$ cat config.mk
export PLATFORM = sky130hd
export DESIGN_NAME = uart16550_tx_fifo
export DESIGN_NICKNAME = d
export VERILOG_FILES = /design/src/rtl/uart16550_pkg.sv /design/src/rtl/uart16550_fifo.sv /design/src/rtl/uart16550_tx_fifo.sv
export SDC_FILE = /design/constraint.sdc
export NUM_CORES = 1
export LEC_CHECK = 0
export CAP_MARGIN = 20
export CORE_MARGIN = 8
export CORE_UTILIZATION = 24
export DETAILED_ROUTE_END_ITERATION = 10
export PLACE_DENSITY = 0.46
export SLEW_MARGIN = 20
export SYNTH_ARGS = -nofsm -noshare
export SYNTH_HDL_FRONTEND = slang
export SYNTH_SLANG_ARGS = --single-unit
$ cat constraint.sdc
create_clock -name clk_i -period 2.7 [get_ports clk_i]
set_input_delay 0.27 -clock clk_i [delete_from_list [all_inputs] [get_ports clk_i]]
set_output_delay 0.27 -clock clk_i [all_outputs]
set_load 0.05 [all_outputs]
$ cat src/rtl/uart16550_pkg.sv
// Shared UART16550 definitions.
//   fcr_t         : FIFO Control Register layout (bit 7 down to bit 0)
//   TX_FIFO_DEPTH : Tx FIFO entries in 16550 mode
package uart16550_pkg;

    typedef struct packed {
        logic [1:0] rx_trigger;   // FCR[7:6] Rx FIFO trigger level
        logic [2:0] rsvd;         // FCR[5:3] unused here (DMA mode / reserved)
        logic       tx_clr;       // FCR[2]   Tx FIFO reset
        logic       rx_clr;       // FCR[1]   Rx FIFO reset
        logic       fifo_en;      // FCR[0]   FIFO enable
    } fcr_t;

    localparam int TX_FIFO_DEPTH = 16;

endpackage

$ cat src/rtl/uart16550_fifo.sv
// Generic synchronous FIFO with first-word-fall-through read, shared by the
// UART Tx and Rx paths. The usable capacity is a run-time input so a single
// array can act as a 1-entry holding register or as a full FIFO.
// Ports:
//   clk_i, rst_i   clock, asynchronous active-high reset
//   clr_i          empties the FIFO; wins over a same-cycle push/pop
//   push_i, d_i    write request and data
//   pop_i          read request; q_o is the oldest entry
//   cap_i          current capacity (1..DEPTH)
//   count_o        number of stored entries
//   empty_o/full_o status
//   push_acc_o     push taken this cycle
//   pop_acc_o      pop taken this cycle
module uart16550_fifo #(
    parameter int DEPTH = 16,
    parameter int DW    = 8,
    localparam int AW   = $clog2(DEPTH),
    localparam int CW   = AW + 1
) (
    input  logic          clk_i,
    input  logic          rst_i,
    input  logic          clr_i,
    input  logic          push_i,
    input  logic [DW-1:0] d_i,
    input  logic          pop_i,
    input  logic [CW-1:0] cap_i,
    output logic [DW-1:0] q_o,
    output logic [CW-1:0] count_o,
    output logic          empty_o,
    output logic          full_o,
    output logic          push_acc_o,
    output logic          pop_acc_o
);

    logic [DW-1:0] r_mem [DEPTH];
    logic [AW-1:0] r_wr_ptr;
    logic [AW-1:0] r_rd_ptr;
    logic [CW-1:0] r_count;

    assign empty_o = (r_count == '0);
    // >= rather than == so a capacity drop with entries still stored never
    // looks like free space before the accompanying clear lands.
    assign full_o  = (r_count >= cap_i);

    assign pop_acc_o  = pop_i & !empty_o & !clr_i;
    // When full, a same-cycle pop frees the slot the push lands in.
    assign push_acc_o = push_i & !clr_i & (!full_o | pop_acc_o);

    assign q_o     = r_mem[r_rd_ptr];
    assign count_o = r_count;

    always_ff @(posedge clk_i) begin
        if (push_acc_o) begin
            r_mem[r_wr_ptr] <= d_i;
        end
    end

    always_ff @(posedge clk_i or posedge rst_i) begin
        if (rst_i) begin
            r_wr_ptr <= '0;
            r_rd_ptr <= '0;
            r_count  <= '0;
        end else if (clr_i) begin
            r_wr_ptr <= '0;
            r_rd_ptr <= '0;
            r_count  <= '0;
        end else begin
            if (push_acc_o) begin
                r_wr_ptr <= r_wr_ptr + AW'(1);
            end
            if (pop_acc_o) begin
                r_rd_ptr <= r_rd_ptr + AW'(1);
            end
            case ({push_acc_o, pop_acc_o})
                2'b10:   r_count <= r_count + CW'(1);
                2'b01:   r_count <= r_count - CW'(1);
                default: r_count <= r_count;
            endcase
        end
    end

endmodule

$ cat src/rtl/uart16550_tx_fifo.sv
// UART16550 Transmit Holding Register / Tx FIFO.
// Holds bytes written to THR and presents the oldest one to the transmitter
// (first-word-fall-through). Acts as a 1-byte THR when fifo_en_i=0 and as a
// DEPTH-byte FIFO when fifo_en_i=1; any mode change empties it. Also produces
// LSR.THRE (empty_o), LSR.TEMT (temt_o) and the THRE interrupt.
// Optional feature macro: UART16550_TX_FIFO_LEVEL_EN adds level_o (fill
// level) and ovr_o (sticky "push while full" flag).
// Ports:
//   clk_i, rst_i       clock, asynchronous active-high reset
//   fifo_en_i, clr_i   FCR[0] mode, FCR[2] Tx FIFO reset pulse
//   push_i, d_i        THR write
//   pop_i, q_o         transmitter read / oldest byte
//   empty_o, full_o    status
//   sr_empty_i, temt_o shift register empty in, TEMT out
//   etbei_i, iir_rd_i  interrupt enable, IIR read acknowledging THRE
//   thre_irq_o         THRE interrupt pending
module uart16550_tx_fifo
    import uart16550_pkg::*;
#(
    parameter int DEPTH = TX_FIFO_DEPTH,
    parameter int DW    = 8
) (
    input  logic                   clk_i,
    input  logic                   rst_i,
    input  logic                   fifo_en_i,
    input  logic                   clr_i,
    input  logic                   push_i,
    input  logic [DW-1:0]          d_i,
    input  logic                   pop_i,
    output logic [DW-1:0]          q_o,
    output logic                   empty_o,
    output logic                   full_o,
    input  logic                   sr_empty_i,
    output logic                   temt_o,
    input  logic                   etbei_i,
    input  logic                   iir_rd_i,
    output logic                   thre_irq_o
`ifdef UART16550_TX_FIFO_LEVEL_EN
    ,
    output logic [$clog2(DEPTH):0] level_o,
    output logic                   ovr_o
`endif
);

    localparam int CW = $clog2(DEPTH) + 1;

    logic          r_fifo_en;
    logic          r_etbei;
    logic          r_thre_pend;

    logic          w_mode_chg;
    logic          w_clr;
    logic [CW-1:0] w_cap;
    logic [CW-1:0] w_count;
    logic          w_push_acc;
    logic          w_pop_acc;
    logic          w_going_empty;
    logic          w_etbei_rise;

    assign w_mode_chg = (fifo_en_i != r_fifo_en);
    assign w_clr      = clr_i | w_mode_chg;
    assign w_cap      = fifo_en_i ? CW'(DEPTH) : CW'(1);

    uart16550_fifo #(
        .DEPTH (DEPTH),
        .DW    (DW)
    ) u_fifo (
        .clk_i      (clk_i),
        .rst_i      (rst_i),
        .clr_i      (w_clr),
        .push_i     (push_i),
        .d_i        (d_i),
        .pop_i      (pop_i),
        .cap_i      (w_cap),
        .q_o        (q_o),
        .count_o    (w_count),
        .empty_o    (empty_o),
        .full_o     (full_o),
        .push_acc_o (w_push_acc),
        .pop_acc_o  (w_pop_acc)
    );

    assign temt_o = empty_o & sr_empty_i;

    // Non-empty -> empty: a clear, or popping the last entry with no refill.
    assign w_going_empty = !empty_o &
                           (w_clr | (w_pop_acc & !w_push_acc & (w_count == CW'(1))));
    assign w_etbei_rise  = etbei_i & !r_etbei & empty_o;

    // An accepted push leaves the FIFO non-empty, so it always cancels THRE;
    // otherwise a new set condition beats the IIR-read acknowledge.
    always_ff @(posedge clk_i or posedge rst_i) begin
        if (rst_i) begin
            r_fifo_en   <= 1'b0;
            r_etbei     <= 1'b0;
            r_thre_pend <= 1'b0;
        end else begin
            r_fifo_en <= fifo_en_i;
            r_etbei   <= etbei_i;
            if (w_push_acc) begin
                r_thre_pend <= 1'b0;
            end else if (w_going_empty | w_etbei_rise) begin
                r_thre_pend <= 1'b1;
            end else if (iir_rd_i) begin
                r_thre_pend <= 1'b0;
            end
        end
    end

    assign thre_irq_o = r_thre_pend & etbei_i;

`ifdef UART16550_TX_FIFO_LEVEL_EN
    logic r_ovr;

    always_ff @(posedge clk_i or posedge rst_i) begin
        if (rst_i) begin
            r_ovr <= 1'b0;
        end else if (w_clr) begin
            r_ovr <= 1'b0;
        end else if (push_i & !w_push_acc) begin
            r_ovr <= 1'b1;
        end
    end

    assign level_o = w_count;
    assign ovr_o   = r_ovr;
`endif

endmodule
==> Word-level counts from Yosys, hierarchy flattened <==
Memories as Yosys holds them, arrays and structs flattened.
Cells that the tools add are included.
{ "classes": {"n_addsub": 4, "n_bitwise": 15, "eq_ne": 4, "n_mux": 12, "reduce_logical": 10, "magnitude_cmp": 1} }
{ "ops": {"columns": ["op", "n"], "rows": [
  ["two-way mux 4 bit", 4],
  ["AND 1 bit", 11],
  ["two-way mux 5 bit", 2],
  ["case mux 5 bit (2 select lines)", 1],
  ["adder 4 x 1 -> 4 bit, second input constant", 2],
  ["nonzero test 3 bit", 2],
  ["adder 5 x 1 -> 5 bit, second input constant", 1],
  ["== test 5 x 1 -> 1 bit, second input constant", 1],
  ["greater-or-equal comparator 5 bit", 1],
  ["logical NOT 1 bit", 5],
  ["logical NOT 5 bit", 1],
  ["two-way mux 1 bit", 5],
  ["subtractor 5 x 1 -> 5 bit, second input constant", 1],
  ["OR 1 bit", 4],
  ["nonzero test 2 bit", 2],
  ["== test 2 x 1 -> 1 bit, second input constant", 1],
  ["== test 2 bit, second input constant", 1],
  ["!= test 1 bit", 1]
]} }
{ "totals": {"out_inout_bits": 12, "ram_bits": 128, "wordCells": 53, "mem_count": 1, "reg_bits": 16, "input_bits": 17} }
{ "memory_table": {"columns": ["name", "words", "width", "rd", "rd_clocked_by_memory_dff", "write_ports", "line_no", "source"], "rows": [
  ["u_fifo.r_mem", 16, 8, 1, 0, 1, "uart16550_fifo.sv:35", "logic [DW-1:0] r_mem [DEPTH];"]
]} }

==> Depth between registers and ports, before layout <==
{ "logic_depth": {"word_depth": 14, "mapped_depth": 8, "depth_no_buf": 7} }

==> Hierarchy <==
From an unflattened synthesis, not the netlist that was laid out.
{ "hier_totals": {"cells_unflattened": 369, "area_unflattened_um2": 6247.2} }
{ "by_module_without_submodules": {"columns": ["mod", "seq_area_each_um2", "cells_per_inst", "instances", "area_each_um2"], "rows": [
  ["uart16550_fifo", 4169.0, 350, 1, 6083.3],
  ["uart16550_tx_fifo", 75.1, 19, 1, 163.9]
]} }

==> Least setup slack after synthesis <==
Ideal clock, no wire load.
{ "synth_timing": {"path_kind": "reg2reg", "from": "register u_fifo.r_count[0], in the netlist u_fifo.count_o[0]", "to": "memory u_fifo.r_mem[10][0], enable pin", "stages_incl_launch_ff": 8, "path_buffers": 1, "path_slack_ns": -0.049, "synth_period_minus_slack_ns": 2.749, "arrival_time_ns": 2.365, "required_ns": 2.317, "setup_ns": 0.383, "path_cell_list": "dfrtp_1 > inv_1 > ha_1 > nor4b_1 > a221oi_2 > buf_4 > nand3b_1 > nor3_1"} }
{ "synth_between": {"elab_chain_cells": 8, "elab_cells_between_ends": 10, "classes_between": "order compare (1); mux (2); bitwise (4); reduce/logical (3)"} }
{ "synth_lines": {"columns": ["element", "line_no", "source"], "rows": [
  ["from (decl)", "uart16550_fifo.sv:38", "logic [CW-1:0] r_count;"],
  ["from (signal assigned)", "uart16550_fifo.sv:75", "2'b10: r_count <= r_count + CW'(1);"],
  ["from (signal assigned)", "uart16550_fifo.sv:76", "2'b01: r_count <= r_count - CW'(1);"],
  ["from (signal assigned)", "uart16550_fifo.sv:77", "default: r_count <= r_count;"],
  ["parallel branches: the longest is 4 deep, another holds greater-or-equal comparator 5 bit", null, null],
  ["OR 1 bit (*)", "uart16550_fifo.sv:47", "assign push_acc_o = push_i & !clr_i & (!full_o | pop_acc_o);"],
  ["AND 1 bit (*)", "uart16550_fifo.sv:47", null],
  ["two-way mux 1 bit (*)", "uart16550_fifo.sv:53", "if (push_acc_o) begin"],
  ["two-way mux 1 bit (implied by the code) (*)", "uart16550_fifo.sv:54", "r_mem[r_wr_ptr] <= d_i;"],
  ["to (decl)", "uart16550_fifo.sv:35", null]
]} }
Mark *: on every way between the ends.

==> Worst setup path in the final report <==
{ "layout_timing": {"from": "register u_fifo.r_rd_ptr[0]", "to": "output q_o[2]"} }
{ "layout_between": {"elab_chain_cells": 1} }
{ "layout_lines": {"columns": ["element", "line_no", "source"], "rows": [
  ["from (decl)", "uart16550_fifo.sv:37", "logic [AW-1:0] r_rd_ptr;"],
  ["from (signal assigned)", "uart16550_fifo.sv:72", "r_rd_ptr <= r_rd_ptr + AW'(1);"],
  ["memory (16 x 8 bit)", null, null],
  ["to (decl)", "uart16550_tx_fifo.sv:30", "output logic [DW-1:0] q_o,"]
]} }
No other way between the ends.

==> impl_metrics.yaml <==
routing:
  ant_nets: 0
  vias: 3271
  initialDrtViolationCount: 173
  top_layer: "met5"
  drt_first_pass_iters: 4
  wl_met2_um: 6880
  met1Wirelength_um: 6060
  drc: 0
  avgViaCountPerCell: 4.40
  wl_per_cell_um: 18.3
  route.met3.wl_um: 479
  drt_wl_total_um: 13600
setup_path:
  cp-end-kind: "output pin"
  r2r-start: "u_fifo.count_o[0]$_DFFE_PP0P_"
  crit_fanout: 5
  start_kind: "flip-flop"
  crit_type: "flip-flop to output pin"
  r2r_setup_slack_ns: 0.17
  arrival_ns: 2.38
  r2r_cells: 8
  rr_endpoint: "u_fifo.r_mem[15][0]$_DFFE_PP_"
  crit_required_ns: 2.43
placed_design:
  dp_hpwl_um: 9400
  dpl.cell_count: 705
  port_buffers: 28
  pre_cts_slack_ns: -0.172
  routabilityCongestion: 0.811
global_route:
  grt-ovfl-total: 0
  gr-usage-all-layers_pct: 9.21
  antenna_found_initial: 1
  grt_max_degree: 36
  grt_pass1_wl_um: 21000
  grt_pass1_vias: 3476
synthesis:
  async_flop_share_pct: 11.1
  syn_area_per_cell_sq_um: 18.5
  ys.flop_type: "edfxtp_1"
  synthCells: 327
  netlist_area_sq_mm: 0.00604
  synthDistinctLibCells: 41
  synth.ff_latch_count: 144
  synth_fp_nets: 355
  yosysWarnings: 0
  ys_seq_area_share_pct: 70.3
  synth-edff-count: 128
power_and_ir_drop:
  power_w: 0.00524
  leakagePower_nw: 2.63
  power_density_mw_per_mm2: 668
  vdd_drop_max_v: 0.000297
cells_and_area:
  fillCellCount: 2461
  diodes: 0
  mostFrequentLayoutCell: "edfxtp_1"
  drive_gt1_share_pct: 32.9
  instances_no_fill: 744
  nets: 429
  final_cell_mix: "edfxtp_1, mux4_2, buf_4, clkbuf_16, clkdlybuf4s50_1"
  area_delta_synth_final_pct: 29.9
timing:
  drv_slew: 0
  fin_skew_ns: 0.00726
  finalSetupViolCount: 0
  slew_headroom_pct: 55.6
  finalWorstSetupSlack_ns: 0.0514
  fmax_mhz: 378
  finalHoldViolations: 0
  rsz0062_at_grt: "yes"
  worst_slew_pin_slew_ns: 0.665
  post-route-min-period_ns: 2.65
  period_share_pct: 98.1
floorplanning:
  die_height_um: 175
  rows: 58
  start_util_pct: 24.2
  die_area_sq_mm: 0.0305
  placeableCoreArea_sq_mm: 0.0250
  fp.dieW_um: 175
  io-pin-count: 29
clocking:
  cts_hold_buf: 0
  cts_root_buffer: "clkbuf_16"
  cts_max_level: 4
  cts_tree: "done"
  clk-insertion-delay-late_ns: 0.41
  cts_buffers: 17
  cts_num_sinks: 144
  path_clk_slew_ns: 0.06
  clock_path_buffers: 2
flow_run:
  maxCapViolations: 0
hold_path:
  min_path_type: "input pin to asynchronous set/reset pin"
outcome:
  outcome: "complete, no violations"
## kinds of logic (layout without fill, tap and decap cells)
kind of cell	after synthesis	in the layout	share of synthesized area [%]
flip-flops	144	144	70.3
multiplexers	43	43	15.4
AO/OA/AOI/OAI	23	23	2.73
XOR/XNOR	5	5	0.725
AND/OR/NAND/NOR	74	74	6.71
buffers and inverters	27	114	1.84
adder cells (fa/ha/maj)	11	11	2.28
## report_power, final
group          total [W]  switching, W  internal (W)
Sequential       0.00245    0.00000891       0.00244
Combinational   0.000355      0.000204      0.000151
Clock            0.00244      0.000891       0.00154
Total            0.00524       0.00110       0.00414
## sequential cells by signal, summed over array words and instances, names as in the netlist
register,count
u_fifo.r_mem,128
u_fifo.count_o,5
u_fifo.r_rd_ptr,4
u_fifo.r_wr_ptr,4
r_etbei,1
r_fifo_en,1
r_thre_pend,1
## worst max path at each step
stage | from | slack (ns) | depth (start not counted) | endpoint
after floorplan | u_fifo.count_o[0]$_DFFE_PP0P_ | 0.18 | 7 | u_fifo.r_mem[10][0]$_DFFE_PP_
after global placement | fifo_en_i | -0.16 | 9 | u_fifo.r_mem[2][2]$_DFFE_PP_
after detailed placement | fifo_en_i | -0.17 | 9 | u_fifo.r_mem[2][1]$_DFFE_PP_
after CTS | u_fifo.r_rd_ptr[0]$_DFFE_PP0P_ | 0.01 | 4 | q_o[5]
after global routing | u_fifo.r_rd_ptr[0]$_DFFE_PP0P_ | -0.02 | 5 | q_o[7]
final | u_fifo.r_rd_ptr[0]$_DFFE_PP0P_ | 0.05 | 5 | q_o[2]
## layer usage
| layer | vias up | GRT usage, % |
|---|---|---|
| met5 | - | 0 |
| met4 | 2 | 3.39 |
| met3 | 15 | 3.02 |
| met2 | 76 | 15.1 |
| met1 | 1713 | 11.2 |
| li1 | 1465 | - |
## Yosys cell counts (2+ instances only)
cell type / n / share of area (%)
edfxtp_1: 128 / 64
mux4_2: 40 / 15
dfrtp_1: 16 / 6.6
nor2_1: 14 / 0.87
nand2_1: 13 / 0.81
ha_1: 11 / 2.3
clkbuf_1: 10 / 0.62
inv_1: 10 / 0.62
and3_1: 9 / 0.93
a21oi_1: 8 / 0.66
nor3_1: 7 / 0.58
buf_2: 5 / 0.41
nand3_1: 5 / 0.41
and2_1: 4 / 0.41
or3_1: 4 / 0.41
mux2i_1: 3 / 0.50
nand2b_1: 3 / 0.31
nor4b_1: 3 / 0.44
xor2_1: 3 / 0.44
a211oi_1: 2 / 0.25
a21o_1: 2 / 0.25
nand3b_1: 2 / 0.25
nand4_1: 2 / 0.21
nor3b_1: 2 / 0.25
o21ai_0: 2 / 0.17
o31ai_1: 2 / 0.25
or4_1: 2 / 0.25
xnor2_1: 2 / 0.29
## through the flow
| stage | setup TNS (ns) | area [sq um] | utilization, % | hold slack (ns) |
|---|---|---|---|---|
| 2_1_floorplan | 0 | 6050 | - | 0.184 |
| 3_3_place_gp | -6.89 | 7080 | 28.4 | 0.602 |
| 3_5_place_dp | -9.52 | 7080 | 28.4 | 0.616 |
| 4_1_cts | 0 | 7720 | 30.9 | 0.259 |
| 5_1_grt | -0.0839 | 7840 | 31.4 | 0.303 |
| 6_report | 0 | 7840 | 31.4 | 0.248 |
## critical path: stages, from the launching register on
cell and delay, ns:
dfrtp_4 0.53, buf_12 0.16, clkbuf_16 0.16, mux4_2 0.41
mux4_2 0.53, buf_6 0.18
## cell type report
cell class	instances	area, sq um	share of cell area [%]
Tap cell	330	413	5.26
Sequential cell	144	4250	54.2
Clock inverter	14	188	2.39
Timing Repair Buffer	72	832	10.6
Clock buffer	18	429	5.47
Inverter	10	41.3	0.526
Multi-Input combinational cell	156	1690	21.6
## timing repair
item                                    CTS  global route
cloned                                    0             3
gates resized for setup                   1             9
endpoints found under the setup margin    7            31
buffers inserted                          2             2
Power figures use the tool's default switching activity.
